==> config.mk <==
export PLATFORM = sky130hd
export DESIGN_NAME = ps2_space_decoder
export DESIGN_NICKNAME = d
export VERILOG_FILES = /design/src/rtl/ps2_space_decoder.sv
export SDC_FILE = /design/constraint.sdc
export NUM_CORES = 1
export LEC_CHECK = 0
export CORE_MARGIN = 4
export CORE_UTILIZATION = 57
export DETAILED_ROUTE_END_ITERATION = 6
export GPL_ROUTABILITY_DRIVEN = 0
export GPL_TIMING_DRIVEN = 0
export PLACE_DENSITY = 0.89
export SLEW_MARGIN = 20
export SYNTH_ARGS = -nofsm -noshare
export SYNTH_HDL_FRONTEND = slang
export SYNTH_SLANG_ARGS = --single-unit
==> constraint.sdc <==
create_clock -name clk -period 2.35 [get_ports clk]
set_clock_uncertainty 0.2 [all_clocks]
set_input_delay 0.5875 -clock clk [delete_from_list [all_inputs] [get_ports clk]]
set_output_delay 0.5875 -clock clk [all_outputs]
set_load 0.005 [all_outputs]
==> src/rtl/ps2_space_decoder.sv <==
// PS/2 set-2 receiver: frames bytes off the keyboard lines and decodes space/ESC for the Dino game.
// Latency: byte_valid 3 clk after the raw stop-bit falling edge; SpaceFlag/space_pulse/esc_pulse 1 clk later.
// Backpressure: none; PS/2 is a push-only source, so every byte and error is presented as a one-cycle pulse.
module ps2_space_decoder #(
    parameter logic [7:0] SPACE_CODE     = 8'h29,
    parameter logic [7:0] ESC_CODE       = 8'h76,
    parameter int         TIMEOUT_CYCLES = 50000
) (
    input  logic       clk,
    input  logic       rst,
    input  logic       ps2_clk,
    input  logic       ps2_data,
    output logic       byte_valid,
    output logic [7:0] rx_byte,
    output logic       frame_err,
    output logic       SpaceFlag,
    output logic       space_pulse,
    output logic       esc_pulse
);

    localparam int              CNT_W    = $clog2(TIMEOUT_CYCLES + 1);
    localparam logic [CNT_W-1:0] CNT_LAST = CNT_W'(TIMEOUT_CYCLES - 1);

    typedef enum logic [1:0] {S_IDLE, S_DATA, S_PARITY, S_STOP} state_t;

    // synchronizer stages; s3 holds the previous synced clock for edge detection
    logic clk_s1_q, clk_s1_d, clk_s2_q, clk_s2_d, clk_s3_q, clk_s3_d;
    logic dat_s1_q, dat_s1_d, dat_s2_q, dat_s2_d;

    state_t           state_q, state_d;
    logic [2:0]       bitcnt_q, bitcnt_d;
    logic [7:0]       shift_q, shift_d;
    logic             parity_q, parity_d;
    logic [CNT_W-1:0] tcnt_q, tcnt_d;
    logic [7:0]       rx_byte_q, rx_byte_d;
    logic             byte_valid_q, byte_valid_d;
    logic             frame_err_q, frame_err_d;

    logic             brk_q, brk_d;
    logic             ext_q, ext_d;
    logic             space_flag_q, space_flag_d;
    logic             space_pulse_q, space_pulse_d;
    logic             esc_pulse_q, esc_pulse_d;

    logic fall;
    logic din;

    assign fall = clk_s3_q & ~clk_s2_q;
    assign din  = dat_s2_q;

    // synchronizer next-state: plain shift of the raw pins
    always_comb begin
        clk_s1_d = ps2_clk;
        clk_s2_d = clk_s1_q;
        clk_s3_d = clk_s2_q;
        dat_s1_d = ps2_data;
        dat_s2_d = dat_s1_q;
    end

    // frame FSM: start/data/parity/stop on synced falling edges, with inactivity timeout
    always_comb begin
        state_d      = state_q;
        bitcnt_d     = bitcnt_q;
        shift_d      = shift_q;
        parity_d     = parity_q;
        tcnt_d       = tcnt_q;
        rx_byte_d    = rx_byte_q;
        byte_valid_d = 1'b0;
        frame_err_d  = 1'b0;
        if (fall) begin
            // an edge always wins over a timeout landing in the same cycle
            tcnt_d = '0;
            case (state_q)
                S_IDLE: begin
                    if (!din) begin
                        state_d  = S_DATA;
                        bitcnt_d = 3'd0;
                    end
                end
                S_DATA: begin
                    shift_d  = {din, shift_q[7:1]};
                    bitcnt_d = bitcnt_q + 3'd1;
                    if (bitcnt_q == 3'd7) begin
                        state_d = S_PARITY;
                    end
                end
                S_PARITY: begin
                    parity_d = din;
                    state_d  = S_STOP;
                end
                S_STOP: begin
                    if (din && ((^shift_q) ^ parity_q)) begin
                        rx_byte_d    = shift_q;
                        byte_valid_d = 1'b1;
                    end else begin
                        frame_err_d = 1'b1;
                    end
                    state_d = S_IDLE;
                end
                default: state_d = S_IDLE;
            endcase
        end else if (state_q == S_IDLE) begin
            tcnt_d = '0;
        end else if (tcnt_q == CNT_LAST) begin
            // abandon the partial frame; break/extended prefixes survive
            state_d     = S_IDLE;
            frame_err_d = 1'b1;
            tcnt_d      = '0;
        end else begin
            tcnt_d = tcnt_q + CNT_W'(1);
        end
    end

    // scan-code decode of each good byte: prefix tracking, space level/pulse, ESC pulse
    always_comb begin
        brk_d         = brk_q;
        ext_d         = ext_q;
        space_flag_d  = space_flag_q;
        space_pulse_d = 1'b0;
        esc_pulse_d   = 1'b0;
        if (byte_valid_q) begin
            if (rx_byte_q == 8'hF0) begin
                brk_d = 1'b1;
            end else if (rx_byte_q == 8'hE0) begin
                ext_d = 1'b1;
            end else begin
                if (!ext_q && rx_byte_q == SPACE_CODE) begin
                    space_flag_d  = !brk_q;
                    // typematic repeats arrive with the flag already set, so no pulse
                    space_pulse_d = !brk_q && !space_flag_q;
                end
                if (!ext_q && !brk_q && rx_byte_q == ESC_CODE) begin
                    esc_pulse_d = 1'b1;
                end
                brk_d = 1'b0;
                ext_d = 1'b0;
            end
        end
    end

    // state registers; synchronizers reset to the idle-high bus level
    always_ff @(posedge clk or negedge rst) begin
        if (!rst) begin
            clk_s1_q      <= 1'b1;
            clk_s2_q      <= 1'b1;
            clk_s3_q      <= 1'b1;
            dat_s1_q      <= 1'b1;
            dat_s2_q      <= 1'b1;
            state_q       <= S_IDLE;
            bitcnt_q      <= 3'd0;
            shift_q       <= 8'd0;
            parity_q      <= 1'b0;
            tcnt_q        <= '0;
            rx_byte_q     <= 8'd0;
            byte_valid_q  <= 1'b0;
            frame_err_q   <= 1'b0;
            brk_q         <= 1'b0;
            ext_q         <= 1'b0;
            space_flag_q  <= 1'b0;
            space_pulse_q <= 1'b0;
            esc_pulse_q   <= 1'b0;
        end else begin
            clk_s1_q      <= clk_s1_d;
            clk_s2_q      <= clk_s2_d;
            clk_s3_q      <= clk_s3_d;
            dat_s1_q      <= dat_s1_d;
            dat_s2_q      <= dat_s2_d;
            state_q       <= state_d;
            bitcnt_q      <= bitcnt_d;
            shift_q       <= shift_d;
            parity_q      <= parity_d;
            tcnt_q        <= tcnt_d;
            rx_byte_q     <= rx_byte_d;
            byte_valid_q  <= byte_valid_d;
            frame_err_q   <= frame_err_d;
            brk_q         <= brk_d;
            ext_q         <= ext_d;
            space_flag_q  <= space_flag_d;
            space_pulse_q <= space_pulse_d;
            esc_pulse_q   <= esc_pulse_d;
        end
    end

    assign byte_valid  = byte_valid_q;
    assign rx_byte     = rx_byte_q;
    assign frame_err   = frame_err_q;
    assign SpaceFlag   = space_flag_q;
    assign space_pulse = space_pulse_q;
    assign esc_pulse   = esc_pulse_q;

endmodule

==> results.ini, run 1 <==
[routing]
ant_nets = 0
avgViaCountPerCell = 5.42
drcViolationCount = 0
drtPass1Iterations = 4
post_drt_wl_per_cell_um = 14.0
drt-total-wl_um = 3660
vias = 1419
first_iter_violations = 35

[global_routing]
grt_usage = 0.162
grt_max_degree = 32
grt_overflow = 0
grt_pass1_vias = 1466
antenna_found_initial = 0
grt_first_pass_wirelength_um = 6400

[sta]
fmax_mhz = 460
worst_pin_slew_ps = 527
final.setup.tns_ps = 0
final-max-slew-violation-count = 0
fin_crit_sh = 0.924
period_minus_slack_ps = 2170
rsz0062_at_grt = no
maxSlewHeadroom = 0.645
setup_viol = 0
hold_violations = 0

[yosys]
synth_area_um2 = 2240
ys.flop_type = dfrtp_1
synth_seq_cells = 50
synth_cells = 189
ys_types = 32
async_flop_share = 1.00
mappedNetlistNets = 201
seq_area_frac_synth = 0.560
ys_warn_count = 0
syn_area_per_cell_um2 = 11.9
synth_edf_count = 0

[worst_setup_path]
start_kind = register
critPathKind = register to register
crit_required_ps = 2340
slowest_delay_ps = 460
crit_chain = xnor2_1 -> xnor3_1 -> xnor2_2 -> nand4_4 -> mux2_2
end_kind = register
slowest_stage = xnor3_1
worstPathMaxFanout = 9
ff2ff_setup_slack_ps = 180
worstPathArrival_ps = 2170

[cts]
cts-root-buf = clkbuf_8
path_clk_slew_ps = 90
cts_hold_buf = 0
clk_latency_ps = 300
cts_num_sinks = 50
cts_tree = yes
cts_setup_buffers = 0
cts.path.max_buffers = 2
numCtsBuffers = 5
cts.repair.resized = 0
htreeDepth = 2

[die]
die_height_um = 70.8
fp.dieW_um = 70.8
ios = 17
num_rows = 22
initial_utilization = 0.600
fp.coreArea_um2 = 3740
dieArea_um2 = 5010

[finish]
n_fill_cell = 283
regArea_um2 = 1260
antenna_cells = 0
drive_above_1_share = 0.164
final_nets = 225
syn_to_final_growth_pct = 14.5
multiInputGateArea_um2 = 948

[placed_design]
place_hpwl_um = 2720
portBuffers = 16

[power_and_ir_drop]
p_leak_nw = 1.14
p_per_area_nw_per_um2 = 747
total_power_mw = 1.92
ir_drop_mv = 0.623

[min_path]
holdCritPathClass = primary input to async pin

[flow_run]
cap_viol_max_count = 0

[status]
status = finished clean

## cell usage in the layout (no fill, tap or decap), types with 7 or more instances in the layout
cell,Yosys,routed
nand2_1,12,12
ha_1,8,8
xor2_1,7,7
dfrtp_1,45,45
inv_1,8,8
mux2_2,17,17
xnor2_1,12,12
clkdlybuf4s50_1,0,15
nand3_1,10,10
nor2_1,23,23
## kinds of logic (layout without fill, tap and decap cells)
logic type	after synthesis	count (layout)	share of synthesized area
and+or+nand+nor	69	69	0.158
xor gates and xnor gates	21	21	0.0914
buffers and inverters	10	35	0.0173
DFF	50	50	0.560
adders and majority gates	8	8	0.0446
AOI/OAI and AO/OA	14	14	0.0429
muxes	17	17	0.0853
## worst paths after layout
path,start,end,cells after the start
worst max-delay path,shift_q[2]$_DFFE_PN0P_,rx_byte[2]$_DFFE_PN0P_,5
max in group asynchronous,rst,dat_s1_q$_DFF_PN1_,2
min in group clk,clk_s1_q$_DFF_PN1_,clk_s2_q$_DFF_PN1_,0
worst min register to register,clk_s1_q$_DFF_PN1_,clk_s2_q$_DFF_PN1_,0
worst min-delay path,rst,tcnt_q[12]$_DFF_PN0_,1
worst max register to register,shift_q[2]$_DFFE_PN0P_,rx_byte[2]$_DFFE_PN0P_,5
## synth_stat cells, types with 2 or more instances
cell | n | area, µm²
nor3_1 | 4 | 20.0
nand2b_1 | 3 | 18.8
nand3_1 | 10 | 50.1
o2bb2ai_1 | 2 | 17.5
nor4bb_1 | 2 | 20.0
dfrtp_1 | 45 | 1130
nand2_1 | 12 | 45.0
ha_1 | 8 | 100
and3_1 | 3 | 18.8
mux2_2 | 17 | 191
a21oi_1 | 3 | 15.0
xor2_1 | 7 | 61.3
a32o_1 | 2 | 20.0
inv_1 | 8 | 30.0
nor2_1 | 23 | 86.3
dfstp_2 | 5 | 131
nor4_1 | 4 | 25.0
nand4_1 | 3 | 18.8
xnor2_1 | 12 | 105
o21ai_0 | 4 | 20.0
## critical path: cells and delay by family (launching register included)
family | cells | cell delay (ps)
mux | 1 | 320
flops | 1 | 430
simple gates | 1 | 210
xor+xnor | 3 | 900
## power breakdown
part / internal (mW) / leakage, nW / switching [mW]
clock network: 0.238 / 0.0482 / 0.270
registers: 0.932 / 0.675 / 0.0691
logic: 0.201 / 0.419 / 0.212
## routing by layer
layer	global-route usage	vias up	wire [µm]
li1	-	698	-
met1	0.194	700	1610
met2	0.276	15	1880
met3	0.0384	6	94
met4	0.0772	0	71
met5	0	-	0
## final cells by class
class | count | share of cell area
Sequential cell | 50 | 0.489
Multi-Input combinational cell | 129 | 0.369
Timing Repair Buffer | 17 | 0.0681
Clock buffer | 7 | 0.0336
Tap cell | 48 | 0.0234
Inverter | 8 | 0.0117
Buffer | 2 | 0.00341
Clock inverter | 1 | 0.00195
## per-stage QoR
stage / util / hold WS [ps] / setup slack, ps / cells / area, µm²
2_1_floorplan: - / 91.9 / 351 / 189 / 2240
3_3_place_gp: 0.658 / 146 / -830 / 253 / 2460
3_5_place_dp: 0.662 / 149 / 168 / 254 / 2480
4_1_cts: 0.687 / 34.7 / 161 / 262 / 2570
5_1_grt: 0.687 / 58.5 / 81.1 / 262 / 2570
6_report: 0.687 / 28.7 / 178 / 262 / 2570
## flip-flops by register name, summed over array words and instances (netlist names)
name	cells
tcnt_q	16
rx_byte	8
shift_q	8
bitcnt_q	3
state_q	2
SpaceFlag	1
brk_q	1
byte_valid	1
clk_s1_q	1
clk_s2_q	1
clk_s3_q	1
dat_s1_q	1
dat_s2_q	1
esc_pulse	1
ext_q	1
frame_err	1
parity_q	1
space_pulse	1
No activity file was read; power rests on OpenSTA's default activity.
==> run 2: changes to the inputs <==
--- a/config.mk
+++ b/config.mk
@@ -7,2 +7,3 @@
 export LEC_CHECK = 0
+export CAP_MARGIN = 25
 export CORE_MARGIN = 4
==> constraint.sdc (replaced) <==
create_clock -name clk -period 2.35 [get_ports clk]
set_clock_uncertainty 0.2 [all_clocks]
set_input_delay 0.3525 -clock clk [delete_from_list [all_inputs] [get_ports clk]]
set_output_delay 0.3525 -clock clk [all_outputs]
set_load 0.005 [all_outputs]
==> run 2 against run 1 <==
Against the previous run:
- critical path depth unchanged
- via count increased by 0.42%
- sequential cell count unchanged
- combinational power about the same
- setup slack about the same
- global-route usage unchanged
- largest power group unchanged
- clock-buffer cell count unchanged
==> results.ini, run 2 (synthesis gave the netlist of run 1 again) <==
[routing]
first_iter_violations = 45  ; +29%
drt-total-wl_um = 3670  ; +0.30%
drtPass1Iterations = 4  ; unchanged
post_drt_wl_per_cell_um = 14.0  ; about the same
vias = 1425  ; +0.42%
avgViaCountPerCell = 5.42  ; about the same
ant_nets = 0  ; unchanged
drcViolationCount = 0  ; unchanged

[finish]
drive_above_1_share = 0.163  ; -0.000761
design_area_um2 = 2580  ; +0.39%
n_fill_cell = 279  ; -1.4%
layout.cells.non_filler = 263  ; +0.38%
largest_reg_flops = 16  ; unchanged
final_common_cell = dfrtp_1
syn_to_final_growth_pct = 15.0
antenna_cells = 0  ; unchanged
final_nets = 226  ; +0.44%
final_cell_mix = dfrtp_1, nor2_1, mux2_2
regMostFlops = tcnt_q

[power_and_ir_drop]
p_leak_nw = 1.15  ; +0.37%
ir_drop_mv = 0.623  ; about the same
p_per_area_nw_per_um2 = 745  ; -0.33%

[global_routing]
grt_max_degree = 32  ; unchanged
grt_overflow = 0  ; unchanged
antenna_found_initial = 0  ; unchanged
grt_pass1_vias = 1466  ; unchanged
grt_usage = 0.162  ; unchanged
grt_first_pass_wirelength_um = 6400  ; unchanged

[die]
dieArea_um2 = 5010  ; unchanged
fp.coreArea_um2 = 3740  ; unchanged
die_height_um = 70.8  ; unchanged
num_rows = 22  ; unchanged
fp.dieW_um = 70.8  ; unchanged
ios = 17  ; unchanged
initial_utilization = 0.600  ; unchanged

[cts]
cts_hold_buf = 1  ; +1
htreeDepth = 2  ; unchanged
cts_num_sinks = 50  ; unchanged
path_clk_slew_ps = 90  ; about the same
numCtsBuffers = 5  ; unchanged
cts.path.max_buffers = 2  ; unchanged
cts.repair.resized = 0  ; unchanged
cts-root-buf = clkbuf_8
cts_setup_buffers = 0  ; unchanged
clk_latency_ps = 300  ; about the same
cts_tree = yes

[sta]
fin_crit_sh = 0.924  ; about the same
final-max-slew-violation-count = 0  ; unchanged
maxSlewHeadroom = 0.645  ; about the same
setup_viol = 0  ; unchanged
fmax_mhz = 460  ; unchanged
period_minus_slack_ps = 2170  ; -0.00100 ps
worst_pin_slew_ps = 527  ; -0.0712 ps
rsz0062_at_grt = no
whs_ps = 158  ; +130 ps
hold_violations = 0  ; unchanged

[min_path]
hold_path_startpoint = clk_s1_q$_DFF_PN1_
holdPathStages = 0
worstHoldEndpoint = clk_s2_q$_DFF_PN1_
holdCritPathClass = register to register

[worst_setup_path]
end_kind = register
worstPathArrival_ps = 2170  ; about the same
reg2reg_depth = 5  ; unchanged
crit_required_ps = 2340  ; about the same
critPathKind = register to register
worstPathMaxFanout = 9  ; unchanged
timing.rr.end = rx_byte[2]$_DFFE_PN0P_
r2r-start = shift_q[2]$_DFFE_PN0P_
ff2ff_setup_slack_ps = 180  ; about the same
start_kind = register

[placed_design]
portBuffers = 16  ; unchanged
place_area_um2 = 2480  ; unchanged
place_hpwl_um = 2720  ; unchanged
dp.cells = 254  ; unchanged

[flow_run]
cap_viol_max_count = 0  ; unchanged

[status]
status = finished clean

-- run 2: cell types whose count changed in the layout (fill, tap and decap cells not counted) --
cell / delta
dlygate4sd3_1: +1
-- run 2: power breakdown --
part           switching, mW  leakage [nW]  internal, mW  total [mW]
Clock                  0.270        0.0482         0.238       0.508
Combinational          0.212         0.424         0.202       0.414
Sequential            0.0691         0.675         0.932        1.00
-- run 2: cell type report --
cell class	instances	area [µm²]	area share
buffer	2	8.76	0.00339
clock buffer	7	86.3	0.0334
clock inverter	1	5.00	0.00194
inverter	8	30.0	0.0116
multi-input combinational	129	948	0.367
sequential	50	1260	0.487
tap	48	60.1	0.0233
timing repair buffer	18	185	0.0717
-- run 2: worst max-delay path, stage by stage (launching register included) --
cell and delay, ps:
dfrtp_1 430, xnor2_1 190, xnor3_1 460, xnor2_2 250, nand4_4 210, mux2_2 320
-- run 2: worst max path at each step --
stage,slack [ps],start,endpoint
floorplan,350,shift_q[2]$_DFFE_PN0P_,rx_byte[0]$_DFFE_PN0P_
global placement,-590,rst,state_q[0]$_DFFE_PN0P_
detailed placement,170,shift_q[6]$_DFFE_PN0P_,rx_byte[0]$_DFFE_PN0P_
CTS,160,shift_q[6]$_DFFE_PN0P_,rx_byte[0]$_DFFE_PN0P_
global route,80,tcnt_q[0]$_DFF_PN0_,tcnt_q[13]$_DFF_PN0_
finish,180,shift_q[2]$_DFFE_PN0P_,rx_byte[2]$_DFFE_PN0P_
-- run 2: stage by stage --
step	power (mW)	TNS (ps)	setup slack [ps]	utilization
after global placement	1.40	-27170	-595	0.658
after global routing	2.03	0	81.1	0.690
after detailed placement	1.43	0	168	0.662
after CTS	1.94	0	161	0.690
after floorplan	1.33	0	351	-
final	1.92	0	178	0.690
-- run 2: routing by layer --
metal,GRT usage,up-vias,wire length (µm)
met5,0,-,0
met4,0.0772,0,71
met3,0.0384,6,94
met2,0.276,15,1880
met1,0.194,704,1620
li1,-,700,-
==> run 3: changes to the inputs <==
GPL_ROUTABILITY_DRIVEN = not set   (was 0)
==> results of run 3 <==
No change in the layout: final DEF, timing and power equal those of run 2.
